**src/rtl/modprod_arbiter.sv**
```systemverilog
// modprod_arbiter: two-requester round-robin front end for one shared ModuloProduct engine.
// Latches the winner's operands, runs the engine under a watchdog and returns the result to the owner.
`ifndef MAX_BITS
`define MAX_BITS 16
`endif

module modprod_arbiter #(
   parameter int WIDTH   = `MAX_BITS,
   parameter int TIMEOUT = 1023,
   parameter int TW      = 10
) (
   input  logic             i_clk,
   input  logic             i_rst,
   input  logic [WIDTH-1:0] i_n,
   input  logic             i_req0,
   input  logic [WIDTH-1:0] i_a0,
   input  logic [WIDTH-1:0] i_b0,
   input  logic             i_req1,
   input  logic [WIDTH-1:0] i_a1,
   input  logic [WIDTH-1:0] i_b1,
   output logic             o_gnt0,
   output logic             o_gnt1,
   output logic             o_done0,
   output logic             o_done1,
   output logic [WIDTH-1:0] o_result,
   output logic             o_busy,
   output logic             o_timeout,
   output logic             o_mp_start,
   output logic [WIDTH-1:0] o_mp_n,
   output logic [WIDTH-1:0] o_mp_a,
   output logic [WIDTH-1:0] o_mp_b,
   input  logic [WIDTH-1:0] i_mp_result,
   input  logic             i_mp_finished,
   output logic [1:0]       o_dbg_state
);

   // Handshake: a requester holds i_reqX and its operands until it sees the one-cycle o_gntX;
   // requests are only sampled in IDLE, and o_doneX marks the single cycle o_result is fresh.
   typedef enum logic [1:0] {
      ST_IDLE  = 2'd0,
      ST_START = 2'd1,
      ST_WAIT  = 2'd2
   } state_t;

   state_t           state_q, state_d;
   logic             owner_q, owner_d;
   logic             last_q, last_d;
   logic [TW-1:0]    cnt_q, cnt_d;
   logic             gnt0_q, gnt0_d;
   logic             gnt1_q, gnt1_d;
   logic             done0_q, done0_d;
   logic             done1_q, done1_d;
   logic [WIDTH-1:0] result_q, result_d;
   logic             busy_q, busy_d;
   logic             timeout_q, timeout_d;
   logic             mp_start_q, mp_start_d;
   logic [WIDTH-1:0] mp_a_q, mp_a_d;
   logic [WIDTH-1:0] mp_b_q, mp_b_d;

   logic             grant_vld;
   logic             grant_sel;
   logic             cnt_expired;

   // On a tie the requester that did not own the engine last goes first.
   assign grant_vld   = i_req0 | i_req1;
   assign grant_sel   = (i_req0 & i_req1) ? ~last_q : i_req1;
   assign cnt_expired = (cnt_q == TW'(TIMEOUT));

   always_ff @(posedge i_clk or posedge i_rst) begin
      if (i_rst) begin
         state_q    <= ST_IDLE;
         owner_q    <= 1'b0;
         last_q     <= 1'b1;
         cnt_q      <= '0;
         gnt0_q     <= 1'b0;
         gnt1_q     <= 1'b0;
         done0_q    <= 1'b0;
         done1_q    <= 1'b0;
         result_q   <= '0;
         busy_q     <= 1'b0;
         timeout_q  <= 1'b0;
         mp_start_q <= 1'b0;
         mp_a_q     <= '0;
         mp_b_q     <= '0;
      end else begin
         state_q    <= state_d;
         owner_q    <= owner_d;
         last_q     <= last_d;
         cnt_q      <= cnt_d;
         gnt0_q     <= gnt0_d;
         gnt1_q     <= gnt1_d;
         done0_q    <= done0_d;
         done1_q    <= done1_d;
         result_q   <= result_d;
         busy_q     <= busy_d;
         timeout_q  <= timeout_d;
         mp_start_q <= mp_start_d;
         mp_a_q     <= mp_a_d;
         mp_b_q     <= mp_b_d;
      end
   end

   always_comb begin
      state_d = state_q;
      owner_d = owner_q;
      last_d  = last_q;
      case (state_q)
         ST_IDLE: begin
            if (grant_vld) begin
               state_d = ST_START;
               owner_d = grant_sel;
               last_d  = grant_sel;
            end
         end
         ST_START: state_d = ST_WAIT;
         ST_WAIT: begin
            if (i_mp_finished || cnt_expired) begin
               state_d = ST_IDLE;
            end
         end
         default: state_d = ST_IDLE;
      endcase
   end

   always_comb begin
      gnt0_d     = 1'b0;
      gnt1_d     = 1'b0;
      done0_d    = 1'b0;
      done1_d    = 1'b0;
      mp_start_d = 1'b0;
      result_d   = result_q;
      timeout_d  = timeout_q;
      mp_a_d     = mp_a_q;
      mp_b_d     = mp_b_q;
      cnt_d      = cnt_q;
      busy_d     = (state_d != ST_IDLE);
      case (state_q)
         ST_IDLE: begin
            if (grant_vld) begin
               gnt0_d     = ~grant_sel;
               gnt1_d     = grant_sel;
               mp_start_d = 1'b1;
               mp_a_d     = grant_sel ? i_a1 : i_a0;
               mp_b_d     = grant_sel ? i_b1 : i_b0;
            end
         end
         ST_START: cnt_d = '0;
         ST_WAIT: begin
            // A finished pulse on the expiry cycle still delivers the real product.
            if (i_mp_finished) begin
               result_d = i_mp_result;
               done0_d  = ~owner_q;
               done1_d  = owner_q;
            end else if (cnt_expired) begin
               result_d  = '0;
               done0_d   = ~owner_q;
               done1_d   = owner_q;
               timeout_d = 1'b1;
            end else begin
               cnt_d = cnt_q + TW'(1);
            end
         end
         default: ;
      endcase
   end

   assign o_gnt0      = gnt0_q;
   assign o_gnt1      = gnt1_q;
   assign o_done0     = done0_q;
   assign o_done1     = done1_q;
   assign o_result    = result_q;
   assign o_busy      = busy_q;
   assign o_timeout   = timeout_q;
   assign o_mp_start  = mp_start_q;
   assign o_mp_n      = i_n;
   assign o_mp_a      = mp_a_q;
   assign o_mp_b      = mp_b_q;
   assign o_dbg_state = state_q;

endmodule

```
**config.mk**
```make
export PLATFORM = sky130hd
export DESIGN_NAME = modprod_arbiter
export DESIGN_NICKNAME = d
export VERILOG_FILES = /design/src/rtl/modprod_arbiter.sv
export SDC_FILE = /design/constraint.sdc
export NUM_CORES = 1
export LEC_CHECK = 0
export CORE_UTILIZATION = 42
export DETAILED_ROUTE_END_ITERATION = 6
export PLACE_DENSITY = 0.84
export RECOVER_POWER = 25
export SYNTH_ARGS = -nofsm -noshare
export SYNTH_HDL_FRONTEND = slang
export SYNTH_SLANG_ARGS = --single-unit
```
**constraint.sdc**
```tcl
create_clock -name i_clk -period 4.07 [get_ports i_clk]
set_input_delay 0.6105 -clock i_clk [delete_from_list [all_inputs] [get_ports i_clk]]
set_output_delay 0.6105 -clock i_clk [all_outputs]
set_load 0.05 [all_outputs]
```
==> flow_metrics.tcl, run 1 <==
set metrics [dict create \
    setup_violations 0 \
    htreeDepth 3 \
    cts_buffer_depth 2 \
    clk_pin_slew_ps 70 \
    min_period_over_period_pct 57.76 \
    holdWs_ps 455.7 \
    syn2layout_area_growth_pct 48.85 \
    rsz0062_at_grt "no" \
    synth.area.top_cells "dfrtp_1 (54%), mux2i_1 (10%), buf_4 (5.0%)" \
    dp_hpwl_mm 5.501 \
    status "finished, final reports clean" \
    slew_headroom_pct 18.15 \
    crit_buf_inv 2 \
    worst_pin_slew_ps 1226 \
    grt_pass1_wl_mm 11.60 \
    synth_area_um2 3166 \
    dieArea_um2 7888 \
    crit_slowest_cell "a21boi_4" \
    synth_seq_cells 69 \
    vias_per_cell 5.039 \
    final.setup.tns_ps 0 \
    worstPathArrival_ps 2530 \
    final_nets 506 \
    ir_drop_mv 0.4406 \
    fin_worst_skew_ps 7.420 \
    gp_congestion 0.8304 \
    hold_viol_final 0 \
    power_density_nw_per_um2 799.8 \
    startpoint_type "primary input" \
    seq_power_share_pct 30.0 \
    clock_latency_ps 340 \
    hold_end "o_timeout" \
    seq_area_frac_synth_pct 54.58 \
    pin_count 174 \
    pwr-share-clk_pct 14.5 \
    critical-path-top-delay-family "buffers and inverters" \
    timing.rr.end "o_result[0]" \
    syn-num-nets 382 \
    diodes 0 \
    worstReg2RegStart "cnt_q[0]" \
    fmax_ghz 0.4254 \
    postRouteAntennaNets 0 \
    numClockSinks 69 \
    cts_hold_buf 0 \
    synth_cells 280 \
    cp_cell_sequence "clkdlybuf4s50_1 -> a21boi_4 -> buf_4 -> mux2i_1 -> o21ai_0" \
    drive_gt1_share_pct 7.090 \
    coreArea_um2 7253 \
    ctsResizeCount 0 \
    switchingPower_mw 1.785 \
    antenna_found_initial 0 \
    regToRegSetupSlack_ps 1860 \
    ys.warnings.count 0 \
    final_common_cell "clkdlybuf4s50_1" \
    seq_area_um2 1728 \
    cap_violations 0 \
    cts_tree "done" \
    grt_overflow 0 \
    die_y_um 88.82 \
    worstHoldPathType "flip-flop to flip-flop" \
    synth_top_area_share_pct 53.75 \
    swShare_pct 47.36 \
    dpl-instance-area_um2 4534 \
    drt_iter0_markers 66 \
    crit_fanout 20 \
    dr.pass1.iters 4 \
    reg2reg_depth 5 \
    p_comb_share_pct 55.5 \
    wl_per_cell_um 14.78 \
    vias 2560 \
    p_int_mw 1.984 \
    cts_setup_buffers 0 \
    multi_input_area_um2 1215 \
    io_buffers 141 \
    stdcell_area_um2 4712 \
    totalWireLength_mm 7.507 \
    fillers 579 \
    synthDistinctLibCells 44 \
    drv_slew 0 \
    worstSetupPathType "primary input to flip-flop" \
    syn_avg_cell_area_um2 11.31 \
    grt_max_degree 70 \
    die_x_um 88.82 \
    utilization_pct 64.96 \
    floorplan.rows 31 \
    synth_top_cell_by_area "dfrtp_1" \
    start_util_pct 43.64 \
    min_from "o_timeout" \
    gr-usage-all-layers_pct 19.64 \
    final_cell_mix "clkdlybuf4s50_1 (139), dfrtp_1 (68), nand2_1 (36)" \
    cts_buffers 9 \
    crit_path_start "i_req1" \
    min_path_cells 1 \
    grt_pass1_vias 2504 \
    cpPeakStageDelay_ps 590 \
    end_kind "flip-flop" \
    path_depth 5 \
    required_ps 4250 \
    post-route-min-period_ps 2351 \
    cts-root-buf "clkbuf_8" \
    p_leak_nw 2.053 \
    drc 0 \
]
[through the flow]
| step | power, mW | setup slack, ps | cells |
|---|---|---|---|
| after floorplan | 2.558 | 1721 | 280 |
| after global placement | 3.206 | 1424 | 492 |
| after detailed placement | 3.250 | 1323 | 492 |
| after CTS | 3.806 | 1704 | 508 |
| after global routing | 3.969 | 1556 | 508 |
| final | 3.769 | 1719 | 508 |
[power groups by stage]
stage	sequential [mW]	combinational [mW]	clock [mW]
global route	1.17	2.21	0.592
detailed placement	1.14	2.11	0
finish	1.13	2.09	0.548
CTS	1.13	2.11	0.560
floorplan	2.03	0.531	0
global placement	1.13	2.08	0
[worst max path at each step]
| stage | endpoint |
|---|---|
| detailed placement | o_mp_b[14] |
| global route | o_mp_a[0] |
| finish | o_mp_b[14] |
| global placement | o_mp_b[8] |
| CTS | o_mp_b[14] |
| floorplan | cnt_q[0] |
[Yosys cell counts, drive strengths merged]
library cell	number
nand2	36
a21oi	5
o31ai	2
nor3b	1
o22ai	1
or3b	1
mux2i	32
nor3	2
a31oi	2
a211o	1
nand2b	1
and4	2
and3	1
a21o	3
and2	2
dfrtp	68
mux2	1
a22o	16
or3	2
a41o	1
nor2	9
nand3	8
buf	26
dfstp	1
xor2	1
nor2b	2
clkbuf	5
inv	5
o211ai	3
o21ai	36
a311oi	2
ha	1
a21boi	1
[cell type report]
cell class	instances	share of cell area [%]
Sequential cell	69	36.67
Clock buffer	12	3.080
Inverter	5	0.3983
Timing Repair Buffer	144	30.43
Tap cell	99	2.629
Clock inverter	4	1.009
Multi-Input combinational cell	175	25.78
[state kept, by name, summed over array words and instances, names as in the netlist, 2 cells and up]
signal	cells
cnt_q	10
o_result	16
o_mp_a	16
o_dbg_state	2
o_mp_b	16
[worst register-to-register path, cell delays in order, from the launching register on]
cell and delay [ps]:
dfrtp_1 390, ha_1 290, nand3_4 130, nor3_1 730, o21ai_4 270, a22o_1 280
[kinds of logic (layout without fill, tap and decap cells)]
family,Yosys count,in the layout,synth area share [%]
buffers and inverters,36,165,7.154
multiplexers,33,33,10.47
AO/OA/AOI/OAI,73,73,15.57
flip-flops,69,69,54.59
AND/OR/NAND/NOR,67,67,11.54
adder cells (fa/ha/maj),1,1,0.3952
XOR/XNOR,1,1,0.2767
[per-layer routing]
metal  share of wire, %  track usage [%]  vias up
met3                 11            8.489       10
met1                 40            22.55     1200
met4                1.5            6.745        0
met2                 48            32.87      128
li1                   -                -     1222
met5                  0                0        -
No activity file was read; power rests on OpenSTA's default activity.
==> run 2: changes to the inputs <==
--- a/config.mk
+++ b/config.mk
@@ -5,9 +5,9 @@
 export SDC_FILE = /design/constraint.sdc
 export NUM_CORES = 1
 export LEC_CHECK = 0
-export CORE_UTILIZATION = 42
+export CORE_UTILIZATION = 35
 export DETAILED_ROUTE_END_ITERATION = 6
-export PLACE_DENSITY = 0.84
+export PLACE_DENSITY = 0.75
 export RECOVER_POWER = 25
 export SYNTH_ARGS = -nofsm -noshare
 export SYNTH_HDL_FRONTEND = slang
==> constraint.sdc (replaced) <==
create_clock -name i_clk -period 2 [get_ports i_clk]
set_input_delay 0.3 -clock i_clk [delete_from_list [all_inputs] [get_ports i_clk]]
set_output_delay 0.3 -clock i_clk [all_outputs]
set_load 0.05 [all_outputs]
==> run 2 against run 1 <==
- sequential share of layout area shrank 0.46 points
- sequential power grew 110%
- worst setup slack lost 1500 ps
- core utilization shrank 10 points
- flip-flop and latch count is the same
- wire length grew 2.2%
- critical path depth shrank 4
- die area grew 20%
- non-clock buffer count grew 3
==> flow_metrics.tcl, run 2 (synthesized netlist as in run 1, its figures left out) <==
set metrics [dict create \
    cts_tree "done" \
    cpPeakStageDelay_ps 810 \
    crit_fanout 2 \
    met2_wirelength_mm 3.754 \
    postRouteAntennaNets 0 \
    power_density_nw_per_um2 1589 \
    grt_max_degree 70 \
    status "finished, final reports clean" \
    syn2layout_area_growth_pct 50.75 \
    vias 2551 \
    startpoint_type "flip-flop" \
    p_int_mw 3.914 \
    rsz0062_at_grt "no" \
    worstSetupPathType "flip-flop to primary output" \
    worstPathArrival_ps 1530 \
    drive_gt1_share_pct 8.981 \
    pwr-share-clk_pct 12.8 \
    place_inst 504 \
    pin_count 174 \
    drt_iter0_markers 35 \
    crit_slowest_cell "clkdlybuf4s50_1" \
    worstHoldPathType "primary input to async pin" \
    start_util_pct 36.30 \
    cts_setup_buffers 0 \
    final_common_cell "clkdlybuf4s50_1" \
    cp_cell_sequence "clkdlybuf4s50_1" \
    grt_pass1_wl_mm 12.69 \
    timing.rr.end "cnt_q[0]" \
    numClockSinks 69 \
    wl_met1_mm 3.180 \
    dpl-instance-area_um2 4622 \
    end_kind "primary output" \
    fin_worst_skew_ps 8.049 \
    critical-path-top-delay-family "buffers and inverters" \
    seq_power_share_pct 30.7 \
    p_leak_nw 2.092 \
    drc 0 \
    clk_pin_slew_ps 80 \
    regToRegSetupSlack_ps 310 \
    clock_latency_ps 340 \
    vias_per_cell 4.906 \
    ir_drop_mv 0.6455 \
    coreArea_um2 8721 \
    wl_per_cell_um 14.76 \
    min_period_over_period_pct 91.28 \
    gr-usage-all-layers_pct 16.82 \
    slew_headroom_pct 48.64 \
    final.setup.tns_ps 0 \
    final_cell_mix "clkdlybuf4s50_1 (138), dfrtp_1 (68), nand2_1 (36)" \
    reg2reg_depth 5 \
    setup_violations 0 \
    totalWireLength_mm 7.674 \
    antenna_found_initial 0 \
    hold_viol_final 0 \
    grt_overflow 0 \
    worst_pin_slew_ps 770.4 \
    die_y_um 97.10 \
    met3WireLength_um 634 \
    crit_buf_inv 1 \
    diodes 0 \
    swShare_pct 48.37 \
    gp_congestion 0.8608 \
    dieArea_um2 9428 \
    fmax_ghz 0.5477 \
    fin_cells 520 \
    final_nets 509 \
    dr.pass1.iters 4 \
    grt_pass1_vias 2668 \
    cap_violations 0 \
    dp_hpwl_mm 5.709 \
    post-route-min-period_ps 1826 \
    die_x_um 97.10 \
    stdcell_area_um2 4772 \
    worstReg2RegStart "cnt_q[0]" \
    cts_buffer_depth 2 \
    cts_hold_buf 0 \
    switchingPower_mw 3.667 \
    io_buffers 141 \
    p_comb_share_pct 56.5 \
    floorplan.rows 34 \
    required_ps 1700 \
    htreeDepth 3 \
    cts-root-buf "clkbuf_8" \
    top_layer "met4" \
    drv_slew 0 \
    cts_buffers 9 \
]
-- run 2: power groups by stage --
stage / Combinational [mW] / Clock (mW) / Sequential, mW
final: 4.29 / 0.970 / 2.32
after global routing: 4.52 / 1.07 / 2.41
after CTS: 4.34 / 1.01 / 2.33
after detailed placement: 4.35 / 0 / 2.34
after global placement: 4.29 / 0 / 2.31
after floorplan: 1.08 / 0 / 4.12
-- run 2: repair_timing --
| action | CTS | global route |
|---|---|---|
| setup endpoints to repair | 1 | 1 |
| gates resized for setup | 1 | 1 |
| pin swaps | 0 | 0 |
-- run 2: cell type report --
| type | count | area, um^2 |
|---|---|---|
| Clock inverter | 7 | 42.54 |
| Sequential cell | 69 | 1728 |
| Clock buffer | 9 | 123.9 |
| Tap cell | 108 | 135.1 |
| Multi-Input combinational cell | 175 | 1230 |
| Timing Repair Buffer | 147 | 1493 |
| Inverter | 5 | 20.02 |
| Fill cell | 767 | 3949 |
-- run 2: worst max path at each step --
stage                               from        endpoint  slack [ps]  cells past startpoint
after CTS                 o_dbg_state[1]  o_dbg_state[1]          40                      1
final                          o_mp_b[7]       o_mp_b[7]         170                      1
after global routing         o_result[9]     o_result[9]         110                      1
after floorplan           o_dbg_state[0]     o_result[0]         290                      5
after detailed placement   i_mp_finished        cnt_q[8]         140                      5
after global placement     i_mp_finished        cnt_q[8]         170                      5
-- run 2: stage by stage --
| step | hold slack, ps | power (mW) | setup WS [ps] | util (%) |
|---|---|---|---|---|
| global placement | 437.6 | 6.598 | 173.2 | 53.00 |
| global route | 465.0 | 7.994 | 114.0 | 54.72 |
| floorplan | 370.0 | 5.205 | 294.6 | - |
| CTS | 254.9 | 7.679 | 35.73 | 54.89 |
| detailed placement | 448.3 | 6.688 | 138.7 | 53.00 |
| finish | 441.5 | 7.581 | 174.3 | 54.72 |
-- run 2: routing by layer --
layer / GRT usage [%] / vias to the layer above
met5: 0 / -
met4: 5.511 / 0
met3: 6.043 / 16
met2: 27.52 / 106
met1: 20.65 / 1202
li1: - / 1227
